**src/rtl/bcd_pkg.sv**
```systemverilog
// Shared BCD digit type, limits and nibble clamp helper for the bcd_counter_n family.
package bcd_pkg;

    localparam int DIGIT_W = 4;
    localparam logic [3:0] BCD_MAX = 4'd9;
    localparam logic [3:0] BCD_MIN = 4'd0;

    typedef logic [3:0] bcd_digit_t;

    function automatic bcd_digit_t bcd_clamp(input bcd_digit_t nibble);
        return (nibble > BCD_MAX) ? BCD_MAX : nibble;
    endfunction

endpackage

```
**src/rtl/bcd_digit.sv**
```systemverilog
// One BCD digit register: loads a clamped nibble, or steps up/down on ci and
// signals carry/borrow on co when the step wraps this digit.
module bcd_digit
    import bcd_pkg::*;
(
    input  logic       clk,
    input  logic       rst,
    input  logic       ci,
    input  logic       up,
    input  logic       load,
    input  bcd_digit_t load_digit,
    output bcd_digit_t value,
    output logic       co
);

    bcd_digit_t value_reg;
    bcd_digit_t value_next;
    logic       at_bound;

    assign at_bound = up ? (value_reg == BCD_MAX) : (value_reg == BCD_MIN);
    assign co       = ci & at_bound;
    assign value    = value_reg;

    always_comb begin
        value_next = value_reg;
        if (load) begin
            value_next = bcd_clamp(load_digit);
        end else if (ci) begin
            if (up) begin
                value_next = at_bound ? BCD_MIN : value_reg + 4'd1;
            end else begin
                value_next = at_bound ? BCD_MAX : value_reg - 4'd1;
            end
        end
    end

    always_ff @(posedge clk) begin
        if (rst) begin
            value_reg <= BCD_MIN;
        end else begin
            value_reg <= value_next;
        end
    end

endmodule

```
**src/rtl/bcd_counter_n.sv**
```systemverilog
// Multi-digit up/down BCD counter with validated load and cascadable tc.
// Define BCD_CNT_SAT_EN to saturate at the bounds and add the sat output.
module bcd_counter_n
    import bcd_pkg::*;
#(
    parameter int DIGITS = 2
) (
    input  logic                  clk,
    input  logic                  rst,
    input  logic                  en,
    input  logic                  up,
    input  logic                  load,
    input  logic [4*DIGITS-1:0]   load_val,
    output logic [4*DIGITS-1:0]   count,
    output logic                  tc,
    output logic                  load_err
`ifdef BCD_CNT_SAT_EN
    ,
    output logic                  sat
`endif
);

    logic [DIGITS-1:0] ci;
    logic [DIGITS-1:0] co;
    logic [DIGITS-1:0] nib_bad;
    logic              step;
    logic              load_err_reg;

    genvar gi;
    generate
        for (gi = 0; gi < DIGITS; gi++) begin : g_digit
            bcd_digit u_digit (
                .clk        (clk),
                .rst        (rst),
                .ci         (ci[gi]),
                .up         (up),
                .load       (load),
                .load_digit (load_val[DIGIT_W*gi +: DIGIT_W]),
                .value      (count[DIGIT_W*gi +: DIGIT_W]),
                .co         (co[gi])
            );
            assign nib_bad[gi] = (load_val[DIGIT_W*gi +: DIGIT_W] > BCD_MAX);
            if (gi == 0) begin : g_first
                assign ci[gi] = step;
            end else begin : g_chain
                assign ci[gi] = co[gi-1];
            end
        end
    endgenerate

`ifdef BCD_CNT_SAT_EN
    logic at_bound;
    logic sat_hold;
    logic sat_reg;

    assign at_bound = up ? (count == {DIGITS{BCD_MAX}}) : (count == {DIGITS{BCD_MIN}});
    assign sat_hold = en & at_bound;
    // Suppressing the step at a bound keeps every digit still; tc then comes from sat_hold.
    assign step     = en & ~sat_hold;
    assign tc       = ~load & (co[DIGITS-1] | sat_hold);
    assign sat      = sat_reg;

    always_ff @(posedge clk) begin
        if (rst) begin
            sat_reg <= 1'b0;
        end else begin
            sat_reg <= ~load & sat_hold;
        end
    end
`else
    // The top digit's carry is exactly "enabled and every digit at its bound".
    assign step = en;
    assign tc   = ~load & co[DIGITS-1];
`endif

    always_ff @(posedge clk) begin
        if (rst) begin
            load_err_reg <= 1'b0;
        end else begin
            load_err_reg <= load & (|nib_bad);
        end
    end

    assign load_err = load_err_reg;

endmodule

```
**config.mk**
```make
export PLATFORM = sky130hd
export DESIGN_NAME = bcd_counter_n
export DESIGN_NICKNAME = d
export VERILOG_FILES = /design/src/rtl/bcd_pkg.sv /design/src/rtl/bcd_digit.sv /design/src/rtl/bcd_counter_n.sv
export SDC_FILE = /design/constraint.sdc
export NUM_CORES = 1
export LEC_CHECK = 0
export CORE_MARGIN = 4
export CORE_UTILIZATION = 35
export CTS_BUF_LIST = sky130_fd_sc_hd__clkbuf_8 sky130_fd_sc_hd__clkbuf_16
export CTS_CLUSTER_DIAMETER = 80
export DETAILED_ROUTE_END_ITERATION = 10
export PLACE_DENSITY = 0.7
export RECOVER_POWER = 25
export SYNTH_ARGS = -nofsm -noshare
export SYNTH_HDL_FRONTEND = slang
export SYNTH_SLANG_ARGS = --single-unit
```
**constraint.sdc**
```tcl
create_clock -name clk -period 1.8 [get_ports clk]
set_clock_uncertainty 0.05 [all_clocks]
set_input_delay 0.54 -clock clk [delete_from_list [all_inputs] [get_ports clk]]
set_output_delay 0.54 -clock clk [all_outputs]
set_load 0.02 [all_outputs]
```
==> results by group <==
Status
  • Outcome: finished, violations left
  • Failing checks: setup timing

Floorplan
  • Die Y: 56.2 um
  • Die Width: 56.2 um
  • I/O pin count: 23
  • Starting Density: 36.7%
  • Core Area: 0.00221 sq mm
  • Die area: 0.00315 sq mm
  • Rows: 17

CTS
  • Root Buffer: clkbuf_8
  • CTS tree: done
  • Cts hold-fix bufs: 0
  • CTS clk-pin slew, worst paths: 0.04 ns
  • Cts bufs inserted: 3
  • Clock sinks: 9
  • Clk buf depth: 2
  • Clock latency on the worst-skew pair: 0.23 ns
  • H-Tree Depth: 1

Critical path
  • Crit path cell chain: inv_4, ha_4, nor4b_4, o21ai_4, nor3_4, buf_6
  • Type of the worst setup path: reg2out
  • Max incr delay on CP: 0.36 ns
  • Crit start category: flop
  • Slowest CP cell: dfxtp_4
  • CP max FO: 3
  • Crit. End Element: primary output
  • Arr. time, crit path: 1.39 ns
  • WP data required: 1.21 ns

STA
  • Final setup margin: -0.178 ns
  • Setup violators final: 1
  • RSZ-0062 raised after global routing: yes
  • Post-route setup TNS: -0.178 ns
  • Crit share post-route: 110%
  • Slew Limit Fails: 0
  • Slew margin rel.: 78.8%
  • Fin. Hold Viols: 0
  • Tmin final: 1.98 ns
  • Worst Hold Slack: 0.611 ns
  • Worst-Margin Slew: 0.315 ns
  • Fmax: 506 MHz

Final layout
  • Largest register FFs: 8
  • Layout area overhead: 71.3%
  • Antenna cells: 0
  • Layout fillers: 198
  • Nets: 173
  • Non-Filler Instances: 181
  • Fin util: 62.9%
  • Layout cells sized above 1: 37.9%

Yosys
  • Synth top cells by count: inv_1, dfxtp_1, nor2_1
  • Synthesized area: 812 sq um
  • Async S/R FF share, synth: 0%
  • Synth area leaders: dfxtp_1, ha_1, inv_1
  • Top-count cell post-synth: inv_1
  • Post-synth top area share: 22.2%
  • Syn Nets: 121
  • Leading area contributor after synthesis: dfxtp_1
  • Number of synthesized flops with an enable pin: 0
  • Count of cell types in the netlist: 44
  • Avg Cell Area, Syn: 7.96 sq um
  • #FFs+latches synth: 9
  • Yosys Warn Count: 0
  • Main synth FF type: dfxtp_1
  • Post-synthesis cell count: 102
  • Post-synthesis sequential area ratio: 22.2%

GRT
  • Largest net degree at the start of global routing: 9
  • Total gr overflow: 0
  • Initial antenna violation count: 0
  • GRT Total Usage: 16.2%
  • Vias in the first global route: 936
  • First-pass GRT wire length: 4250 um

Power and ir drop
  • Leakage: 0.607 nW
  • Peak supply drop: 0.478 mV
  • Tot Pwr: 0.806 mW
  • Power Dens Cells: 579 mW/mm^2

Route
  • DRT iter0 DRCs: 19
  • Drt pass-1 iters: 4
  • DRC: 0
  • DRT Wirelength: 2460 um
  • Via Count: 953
  • Antenna-violating nets left: 0
  • Post-DR wirelength/cell: 13.6 um
  • Vias per cell: 5.27

Place
  • GPL Wtd Cong: 0.887
  • Detailed Place HPWL: 1870 um
  • Dpl cells: 174
  • Port-buffer cells: 22

Run
  • Max Cap Viol: 0

Worst hold path
  • Worst min path class: reg2reg
## routing by layer
metal / track usage, % / vias up / share of wire (%)
met5: 0 / - / 0
met2: 25.7 / 28 / 47
met4: 4.41 / 0 / 1.5
li1: - / 481 / -
met3: 2.09 / 5 / 4.3
met1: 22.9 / 439 / 47
## final timing paths
| check | startpoint | endpoint | slack [ns] | depth (start not counted) |
|---|---|---|---|---|
| setup / recovery | g_digit[0].u_digit.value[0] | tc | -0.18 | 6 |
| hold / removal | g_digit[0].u_digit.value[0] | g_digit[0].u_digit.value[0] | 0.61 | 3 |
| setup reg to reg | g_digit[0].u_digit.value[1] | g_digit[1].u_digit.value[0] | 0.07 | 8 |
| hold reg to reg | g_digit[0].u_digit.value[0] | g_digit[0].u_digit.value[0] | 0.61 | 3 |
## stage by stage
stage                     worst slack (ns)  cell area, sq um
after floorplan                    -0.0561               828
after global placement               -1.07              1260
after detailed placement             -1.08              1260
after CTS                           -0.197              1350
after global routing                -0.229              1390
final                               -0.178              1390
## cells in the final DEF (no fill, tap or decap), types with 2 or more instances in the layout
master / synthesis / final
buf_4: 1 / 30
dlygate4sd2_1: 0 / 10
clkdlybuf4s50_1: 0 / 10
inv_1: 11 / 9
nor2_1: 7 / 7
nand2_1: 6 / 6
a21oi_1: 6 / 6
o21ai_0: 6 / 6
dfxtp_1: 9 / 5
nand3b_1: 3 / 3
clkbuf_8: 0 / 3
dfxtp_2: 0 / 3
inv_4: 0 / 2
o21ai_4: 1 / 2
xnor2_1: 2 / 2
a211oi_1: 3 / 2
nor3_1: 4 / 2
a2111oi_2: 1 / 2
nand2b_1: 2 / 2
nand3_1: 2 / 2
a311oi_1: 2 / 2
ha_2: 0 / 2
ha_1: 6 / 2
ha_4: 0 / 2
buf_6: 0 / 2
## layout make-up
type	instances	area (sq um)	area share, %
sequential	9	188	13.5
inverter	11	46.3	3.33
clock inverter	1	3.75	0.270
clock buffer	3	41.3	2.97
tap	28	35.0	2.52
multi-input combinational	76	634	45.6
timing repair buffer	53	443	31.8
## repair_timing
action	4_1_cts	5_1_grt
gates resized for setup	29	12
setup buffers	3	0
setup endpoints to repair	17	5
pin swaps	3	5
cloned	0	0
## where the power goes
part / internal [mW] / switching, mW
clock: 0.149 / 0.0798
sequential: 0.217 / 0.0167
combinational: 0.177 / 0.167
## kinds of logic after synthesis
kind of cell / after synthesis / synth area share (%)
XOR/XNOR: 2 / 2.16
multiplexers: 1 / 1.23
adder cells (fa/ha/maj): 6 / 9.24
AO/OA/AOI/OAI: 35 / 32.8
AND/OR/NAND/NOR: 32 / 23.6
buffers and inverters: 17 / 8.78
flip-flops: 9 / 22.2
## critical path: cells and delay by family, from the launching register on
family | cells | cell delay (ns)
buf+inv | 2 | 0.20
flops | 1 | 0.36
simple gates | 2 | 0.39
fa+ha+maj | 1 | 0.12
compound gates | 1 | 0.09
No activity file was read; power rests on OpenSTA's default activity.
